### src/rtl/mem_ctrl_pkg.sv
// mem_ctrl_pkg -- shared definitions for the byte-serial memory controller.
//   Bus widths, FSM state encodings, access-size codes, requester identity,
//   and the size-code to byte-count mapping.
package mem_ctrl_pkg;

   localparam int REG_BUS       = 32;  // CPU data path width
   localparam int INST_ADDR_BUS = 32;  // address width (fetch and load/store)
   localparam int RAM_DATA_BUS  = 8;   // byte-wide RAM data path

   typedef enum logic [1:0] {
      MCS_IDLE = 2'd0,
      MCS_RD   = 2'd1,
      MCS_WR   = 2'd2,
      MCS_DONE = 2'd3
   } mc_state_t;

   localparam logic [1:0] MEMSZ_B = 2'd0;
   localparam logic [1:0] MEMSZ_H = 2'd1;
   localparam logic [1:0] MEMSZ_W = 2'd2;

   typedef enum logic {
      OWN_IF  = 1'b0,
      OWN_MEM = 1'b1
   } owner_t;

   // Size code 3 is not a legal RISC-V size; it is served as a full word.
   function automatic logic [2:0] size_to_bytes(input logic [1:0] size);
      case (size)
         MEMSZ_B: return 3'd1;
         MEMSZ_H: return 3'd2;
         MEMSZ_W: return 3'd4;
         default: return 3'd4;
      endcase
   endfunction

endpackage

### src/rtl/mem_ctrl.sv
// mem_ctrl -- arbitrates instruction fetches and MEM-stage loads/stores onto
// a single byte-wide synchronous RAM, moving one byte per cycle.
//
// Ports
//   clk, rst                 clock (rising edge), synchronous active-high reset
//   if_req_i / if_addr_i     fetch request (always 4 bytes) and address
//   if_data_o / if_done_o    fetched word, qualified by a one-cycle done pulse
//   mem_req_i, mem_we_i      load/store request, 1 = store
//   mem_size_i               0 byte, 1 half, 2/3 word
//   mem_addr_i, mem_wdata_i  byte address (unaligned allowed), store data
//   mem_rdata_o, mem_done_o  zero-extended load data, one-cycle done pulse
//   ram_addr_o, ram_we_o,    byte RAM address / write enable / write byte
//   ram_wdata_o
//   ram_rdata_i              RAM read byte, one cycle after its address
//   stall_if_o, stall_mem_o  pipeline stalls while a request is outstanding
module mem_ctrl
   import mem_ctrl_pkg::*;
(
   input  logic                     clk,
   input  logic                     rst,
   input  logic                     if_req_i,
   input  logic [INST_ADDR_BUS-1:0] if_addr_i,
   output logic [REG_BUS-1:0]       if_data_o,
   output logic                     if_done_o,
   input  logic                     mem_req_i,
   input  logic                     mem_we_i,
   input  logic [1:0]               mem_size_i,
   input  logic [INST_ADDR_BUS-1:0] mem_addr_i,
   input  logic [REG_BUS-1:0]       mem_wdata_i,
   output logic [REG_BUS-1:0]       mem_rdata_o,
   output logic                     mem_done_o,
   output logic [INST_ADDR_BUS-1:0] ram_addr_o,
   output logic                     ram_we_o,
   output logic [RAM_DATA_BUS-1:0]  ram_wdata_o,
   input  logic [RAM_DATA_BUS-1:0]  ram_rdata_i,
   output logic                     stall_if_o,
   output logic                     stall_mem_o
);

   mc_state_t                state_q, state_d;
   owner_t                   owner_q;
   logic [INST_ADDR_BUS-1:0] base_q;
   logic [2:0]               nbytes_q;
   logic [2:0]               cnt_q;
   logic [REG_BUS-1:0]       wdata_q;
   logic [REG_BUS-1:0]       asm_q;

   // Current byte address; 32-bit addition wraps naturally past 0xFFFFFFFF.
   logic [INST_ADDR_BUS-1:0] byte_addr;
   logic [REG_BUS-1:0]       wdata_shift;

   assign byte_addr   = base_q + INST_ADDR_BUS'(cnt_q);
   assign wdata_shift = wdata_q >> {cnt_q, 3'b000};

   // Next state, RAM drive, done pulses and stalls.
   always_comb begin
      // NOTE: every output gets a default before the case so no path leaves
      // a signal unassigned, which would infer a latch.
      state_d     = state_q;
      ram_addr_o  = '0;
      ram_we_o    = 1'b0;
      ram_wdata_o = '0;
      if_done_o   = 1'b0;
      mem_done_o  = 1'b0;

      case (state_q)
         MCS_IDLE: begin
            // MEM stage has priority; the fetch keeps waiting with a stall.
            if (mem_req_i)     state_d = mem_we_i ? MCS_WR : MCS_RD;
            else if (if_req_i) state_d = MCS_RD;
         end
         MCS_RD: begin
            // RD runs one extra cycle to catch the last byte's RAM latency;
            // no address is presented in that trailing cycle.
            if (cnt_q < nbytes_q) ram_addr_o = byte_addr;
            if (cnt_q == nbytes_q) state_d = MCS_DONE;
         end
         MCS_WR: begin
            ram_we_o    = 1'b1;
            ram_addr_o  = byte_addr;
            ram_wdata_o = wdata_shift[RAM_DATA_BUS-1:0];
            if (cnt_q == nbytes_q - 3'd1) state_d = MCS_DONE;
         end
         MCS_DONE: begin
            state_d    = MCS_IDLE;
            if_done_o  = (owner_q == OWN_IF);
            mem_done_o = (owner_q == OWN_MEM);
         end
         default: state_d = MCS_IDLE;
      endcase

      if_data_o   = if_done_o  ? asm_q : '0;
      mem_rdata_o = mem_done_o ? asm_q : '0;
      stall_if_o  = if_req_i  & ~if_done_o;
      stall_mem_o = mem_req_i & ~mem_done_o;
   end

   // NOTE: state and datapath registers use non-blocking assignments so all
   // of them update from the same pre-edge values.
   always_ff @(posedge clk) begin
      if (rst) begin
         // NOTE: datapath registers are reset too, so a reset mid-transaction
         // leaves no stale owner, address or data behind.
         state_q  <= MCS_IDLE;
         owner_q  <= OWN_IF;
         base_q   <= '0;
         nbytes_q <= '0;
         cnt_q    <= '0;
         wdata_q  <= '0;
         asm_q    <= '0;
      end else begin
         state_q <= state_d;
         case (state_q)
            MCS_IDLE: begin
               if (mem_req_i || if_req_i) begin
                  cnt_q <= '0;
                  asm_q <= '0;  // clearing here gives zero-fill for short loads
                  if (mem_req_i) begin
                     owner_q  <= OWN_MEM;
                     base_q   <= mem_addr_i;
                     nbytes_q <= size_to_bytes(mem_size_i);
                     wdata_q  <= mem_we_i ? mem_wdata_i : '0;
                  end else begin
                     owner_q  <= OWN_IF;
                     base_q   <= if_addr_i;
                     nbytes_q <= 3'd4;
                     wdata_q  <= '0;
                  end
               end
            end
            MCS_RD: begin
               // The byte addressed in RD cycle k-1 is on ram_rdata_i now.
               for (int k = 0; k < 4; k++) begin
                  if (cnt_q == 3'(k + 1)) asm_q[8*k +: 8] <= ram_rdata_i;
               end
               cnt_q <= cnt_q + 3'd1;
            end
            MCS_WR:  cnt_q <= cnt_q + 3'd1;
            default: ;
         endcase
      end
   end

endmodule

### config.mk
export PLATFORM = sky130hd
export DESIGN_NAME = mem_ctrl
export DESIGN_NICKNAME = d
export VERILOG_FILES = /design/src/rtl/mem_ctrl_pkg.sv /design/src/rtl/mem_ctrl.sv
export SDC_FILE = /design/constraint.sdc
export NUM_CORES = 1
export LEC_CHECK = 0
export BUFFER_PORTS_ARGS = -buffer_cell sky130_fd_sc_hd__buf_4
export CAP_MARGIN = 20
export CORE_ASPECT_RATIO = 1.5
export CORE_MARGIN = 2
export CORE_UTILIZATION = 54
export CTS_CLUSTER_SIZE = 24
export DETAILED_ROUTE_END_ITERATION = 10
export GPL_ROUTABILITY_DRIVEN = 0
export GPL_TIMING_DRIVEN = 0
export PLACE_DENSITY_LB_ADDON = 0.08
export SETUP_SLACK_MARGIN = 0.05
export SLEW_MARGIN = 20
export SYNTH_ARGS = -nofsm -noshare
export SYNTH_HDL_FRONTEND = slang
export SYNTH_SLANG_ARGS = --single-unit
### constraint.sdc
create_clock -name clk -period 6.8 [get_ports clk]
set_input_delay 0.68 -clock clk [delete_from_list [all_inputs] [get_ports clk]]
set_output_delay 0.68 -clock clk [all_outputs]
set_load 0.005 [all_outputs]
# Yosys cells after proc, flatten, opt, wreduce, memory -nomap -nowiden

Cells that the tools add are included.

Bits in registers: 105
Bits in latches: 0
Memory bits (writable): 0
ROM bits: 0
Bits of input ports: 111
Output and inout bits: 109
Word-level logic and storage cells: 79
Memories: 0

$add $sub $neg: 3
Multiply operators: 0
Div/mod/pow operators: 0
$lt $le $gt $ge: 1
Equal/unequal tests: 18
Shift-type cells: 1
Mux-type cells: 28
Bitwise operators: 5
Reductions and logical operators: 13

Operators with widths:

| cell                                           | count |
|---|---|
| two-way mux 32 bit                             | 7 |
| case mux 32 bit (2 select lines)               | 2 |
| two-way mux 8 bit                              | 5 |
| adder 32 x 3 -> 32 bit                         | 1 |
| >> shifter 32 x 6 -> 8 bit                     | 1 |
| AND reduction 3 bit                            | 5 |
| inequality test 2 bit (second input constant)  | 7 |
| case mux 3 bit (2 select lines)                | 2 |
| two-way mux 2 bit                              | 5 |
| case mux 2 bit (4 select lines)                | 1 |
| == test 3 x 2 -> 1 bit (second input constant) | 2 |
| == test 3 bit                                  | 2 |
| two-way mux 3 bit                              | 2 |
| == test 2 x 1 -> 1 bit (second input constant) | 2 |
| == test 2 bit (second input constant)          | 2 |
| zero test 2 bit                                | 2 |
| two-way mux 1 bit                              | 4 |
| AND reduction 2 bit                            | 2 |
| nonzero test 2 bit                             | 2 |
| adder 3 x 1 -> 3 bit (second input constant)   | 1 |
| == test 3 x 1 -> 1 bit (second input constant) | 1 |
| == test 3 bit (second input constant)          | 1 |
| < comparator 3 bit                             | 1 |
| inequality test 3 bit (second input constant)  | 1 |
| 5 further kinds                                | 8 |

# Depth between registers and ports, before layout

Depth in word-level cells: 4
Depth in mapped cells: 10
Depth with buffers taken out: 7

# Worst setup path after synthesis

OpenSTA, ideal clock, no wires.

Kind: flip-flop to output port
Start point: register cnt_q[0]
End point: output port ram_addr_o[16]
Arrival time: 2482 ps
Data required time: 6120 ps
Slack: 3638 ps
Cell stages (with the launch flop): 11
Buffers on the path: 3
Path through: dfxtp_1 buf_1 inv_1 ha_1 inv_1 a21oi_1 or3b_2 nand2b_1 clkbuf_1 clkbuf_1 nor2_1

Word-level cells in the longest chain between the ends: 3
Elaborated cells between the ends (all ways): 4
Those cells by class: add/sub (1); order compare (1); mux (2)

Ends and longest elaborated chain:

| item                                                                | RTL line                       | RTL |
|---|---|---|
| from (decl)                                                         | mem_ctrl.sv:44                 | `logic [2:0] cnt_q;` |
| from (signal assigned)                                              | mem_ctrl.sv:136                | `cnt_q <= cnt_q + 3'd1;` |
| from (signal assigned)                                              | mem_ctrl.sv:138                | `MCS_WR: cnt_q <= cnt_q + 3'd1;` |
| adder 32 x 3 -> 32 bit / < comparator 3 bit (equally long branches) | mem_ctrl.sv:52, mem_ctrl.sv:75 |  |
| two-way mux 32 bit                                                  | mem_ctrl.sv:75                 | `if (cnt_q < nbytes_q) ram_addr_o = byte_addr;` |
| case mux 32 bit (2 select lines) *                                  | mem_ctrl.sv:66                 | `case (state_q)` |
| to (decl)                                                           | mem_ctrl.sv:32                 | `output logic [INST_ADDR_BUS-1:0] ram_addr_o,` |

Every way passes the cells marked *; elsewhere a longest branch is shown, timed or not.

# Worst setup path in the final report

Start point: register cnt_q[0]
End point: output port ram_addr_o[4]

Same word-level chain as after synthesis.

==> run summary <==
The flow ran to the end, and the final reports show no timing, DRC or antenna violations. The total congestion overflow came out at 0. STA classifies the critical path startpoint as a register. Among all cell types in the netlist, the one instantiated most often is sky130_fd_sc_hd__nor2_1.

After clock tree synthesis, the setup repair step added 0 buffers. In the final layout, flip-flops and latches occupy between 2000 and 2500 um^2. In the global route stage, overall resource usage came out at 0.302. The number of buffers inserted for hold repair after clock tree synthesis is 0. The total count of max-transition violations in the final report is 0. The total nets after synthesis came out at between 800 and 900.

The portion of the post-synthesis area used by sequential elements is 0.363. The switching part of the total is 0.382. The synthesized-area fraction occupied by adder cells is 0.0381. The largest net degree at the start of global routing is 20.

The count of TritonRoute iterations in the first routing pass is 7. TritonCTS built the clock tree. The cell leakage power is between 3 and 4 nW. The data required time of the critical path is a little over 6 ns. The count of distinct cell types in the synthesized netlist is 40.

Clock-pin slew was measured on the worst setup and hold paths at approximately 0.07 ns. The aggregate routed wire length is roughly 18 mm. The sequential share of power is 0.393. The number of maximum-capacitance constraint violations is 0. After synthesis the netlist holds a flip-flop and latch count of approximately 110.

The remaining antenna violation count after routing is 0. The critical setup path kind is register to primary output. In the synthesized netlist the async set-or-reset flop fraction comes to 0. The depth of the CTS H-tree came out at 3.

The critical path endpoint category is a primary output. The filler cells instantiated in the layout total 846. Setup repair after global routing left no endpoint under its margin. The internal power contribution came out at ~0.0014 W. The routed via count came out at between 5000 and 6000.

The number of DRC markers after the initial detailed-route iteration is 237. The area growth from synthesis to layout is 36.7%. The tree is rooted in a sky130_fd_sc_hd__clkbuf_16. The actual slew at the worst max-slew pin is roughly 1.1 ns. The peak supply drop is between 150 and 200 uV. The cell taking the most area after synthesis is sky130_fd_sc_hd__dfxtp_1.

The wire length per cell is 16.8 um. The row count is between 40 and 50. Synthesis produced slightly below 700 cells. STA puts the critical path data arrival time at ~3.7 ns.

The share of the synthesized netlist area taken by xor and xnor gates is 0.0495. The final antenna diode count came out at 0. Sorting the synthesized cells by area gives the leading types as sky130_fd_sc_hd__dfxtp_1 36%, sky130_fd_sc_hd__mux2i_1 11%, sky130_fd_sc_hd__nor2_1 9.1%. Of the total synthesized cell area, the portion taken by AND, OR, NAND and NOR gates is 0.257. After clock tree synthesis, the repair step resized 0 gates.

The final worst hold slack is roughly 0.46 ns. The worst max-slew margin expressed relative to the limit came out at 0.275. The clock network latency to the later pin of the worst-skew pair is about 0.35 ns. The peak fanout along the critical path is 10. The count of boundary I/O pins is between 200 and 250.

The critical path starts at cnt_q[0]. The commonest cells after synthesis are 140 x sky130_fd_sc_hd__nor2_1, 105 x sky130_fd_sc_hd__dfxtp_1, 64 x sky130_fd_sc_hd__mux2i_1, 45 x sky130_fd_sc_hd__and2_1, 44 x sky130_fd_sc_hd__and3_1. The number of cell instances on the worst register-to-register path is 7.

The worst min-delay path class is register to register. The die is 88.5 um wide. Setup violations remaining at the end of the flow were counted as 0. The endpoint identified for the worst register-to-register timing path is state_q[0]. The number of buffers between clock root and the deepest sink came out at 2.

The count of flip-flops with a built-in enable after synthesis came out at 0. The share of layout cells above drive strength 1 came out at 0.273. After detailed routing, the number of vias per cell comes to roughly 5.6. The share of total power dissipated in the clock network is 0.240. The area of the core came out at 10500 um^2. The clock net in this run drives a total of 105 sinks.

The power share of the combinational group is 0.367. The final HPWL from detailed placement is around 14 mm. The via count of the first global-routing pass is slightly below 6000. From bottom edge to top edge, the die measures between 100 and 150 um.

The number of antenna violations at the first check in global routing came out at 0. The combined area of all synthesized cells came out at roughly 5800 um^2. The remaining design rule violation count came out at 0. The area of the multi-input gates is 3450 um^2. For this run, the post-layout net count is around 1000. The final-report hold violation count came out at 0.

The initial utilization of the core area, before any placement, comes to 0.549. The flip-flop cell with the highest count after synthesis is sky130_fd_sc_hd__dfxtp_1. Timing would allow up to 228 MHz. The wire length of the first global-routing pass came out at 27.3 mm. In the finished design, the share of the clock period the worst path needs comes to 0.644. The main combinational cell family by area after synthesis is simple AND/OR/NAND/NOR gates. Setup slack on the worst reg-to-reg path comes out at 4.04 ns.

The mean post-synth cell area is 8.54 um^2. In this run the critical register-to-register path is launched from cnt_q[0]. The number of buffers created by CTS is 9.

During synthesis, Yosys emitted a total of 0 warnings. The post-route clock skew came out at roughly 0.0095 ns. The floorplan die area is ~12000 um^2. The portion of synthesized area spent on multiplexers is 0.142. Summed over all nets, the switching power comes to around 0.00086 W. The setup TNS came out at 0 ns. The power density over cell area came out at roughly 280 nW/um^2. The minimum period implied by the final worst setup slack came out at approximately 4.4 ns. The area share of the leading cell type in the synthesized netlist is 0.363. The capture point of the critical path is ram_addr_o[4].

The synthesized-area fraction occupied by ao, oa, aoi and oai cells is 0.110. Power comes to roughly 0.0023 W. The count of buffers from port buffering is around 220.
-- power by group through the flow --
stage / clock [W] / sequential (W) / combinational [W]
after global routing: 0.000563 / 0.000903 / 0.000908
after floorplan: 0 / 0.000852 / 0.000577
final: 0.000540 / 0.000885 / 0.000826
after global placement: 0 / 0.000884 / 0.000785
after detailed placement: 0 / 0.000893 / 0.000817
after CTS: 0.000543 / 0.000881 / 0.000823
-- state kept, by name, summed over array words and instances (netlist names) --
signal / count
cnt_q: 3
asm_q: 32
owner_q: 1
nbytes_q: 3
base_q: 32
state_q: 2
wdata_q: 32
-- layout make-up --
cell class              instances  share of cell area
multi-input cells             511               0.436
plain buffers                  50              0.0239
flip-flops and latches        105               0.266
repair buffers                218               0.207
well taps                     144              0.0228
inverters                      12             0.00569
clock inverters                 7              0.0106
clock buffers                   9              0.0285
-- placed cells by master (no fill, tap or decap), drive strengths merged, types with 6 or more instances in the layout --
cell type,n
buf,226
nor2,140
dfxtp,105
mux2i,64
clkbuf,51
and2,45
and3,44
a211oi,33
a22oi,32
a21oi,18
xor2,16
nand2,16
ha,16
inv,15
xnor2,14
nand3,14
nand4,11
mux4,8
nor2b,7
nor4,6
-- per-layer routing --
metal	global-route usage	share of wire
met1	0.331	0.36
met2	0.564	0.54
met3	0.0496	0.070
met4	0.126	0.029
met5	0	0
-- worst max-delay path, cell delays in order, from the launching register on --
cell	delay, ns
sky130_fd_sc_hd__dfxtp_1	0.45
sky130_fd_sc_hd__buf_1	0.61
sky130_fd_sc_hd__inv_1	0.19
sky130_fd_sc_hd__ha_1	0.22
sky130_fd_sc_hd__inv_1	0.05
sky130_fd_sc_hd__a21oi_1	0.05
sky130_fd_sc_hd__or3b_2	0.45
sky130_fd_sc_hd__nand2b_1	0.13
sky130_fd_sc_hd__clkbuf_1	0.41
sky130_fd_sc_hd__clkbuf_1	0.46
sky130_fd_sc_hd__nor2_1	0.15
sky130_fd_sc_hd__buf_4	0.17
-- per-stage QoR --
step / area (um^2) / setup slack [ns] / instances / utilization
after floorplan: 5790 / 3.64 / 678 / -
after global placement: 7600 / 2.87 / 1040 / 0.722
after detailed placement: 7600 / 2.82 / 1040 / 0.722
after CTS: 7910 / 2.42 / 1056 / 0.751
after global routing: 7910 / 2.09 / 1056 / 0.751
final: 7910 / 2.42 / 1056 / 0.751
-- worst min path at each step --
stage                      startpoint     endpoint  slack, ns  depth (start not counted)
after global routing      nbytes_q[1]  nbytes_q[1]       0.49                          2
final                     nbytes_q[1]  nbytes_q[1]       0.46                          2
after floorplan           nbytes_q[1]  nbytes_q[1]       0.43                          2
after detailed placement  nbytes_q[1]  nbytes_q[1]       0.45                          2
after global placement    nbytes_q[1]  nbytes_q[1]       0.44                          2
after CTS                 nbytes_q[1]  nbytes_q[1]       0.46                          2
-- logic make-up after synthesis --
family                   after synthesis
XOR/XNOR                              31
adder cells (fa/ha/maj)               17
flip-flops                           105
AO/OA/AOI/OAI                         91
buffers and inverters                 62
AND/OR/NAND/NOR                      300
multiplexers                          72
Power figures use the tool's default switching activity.
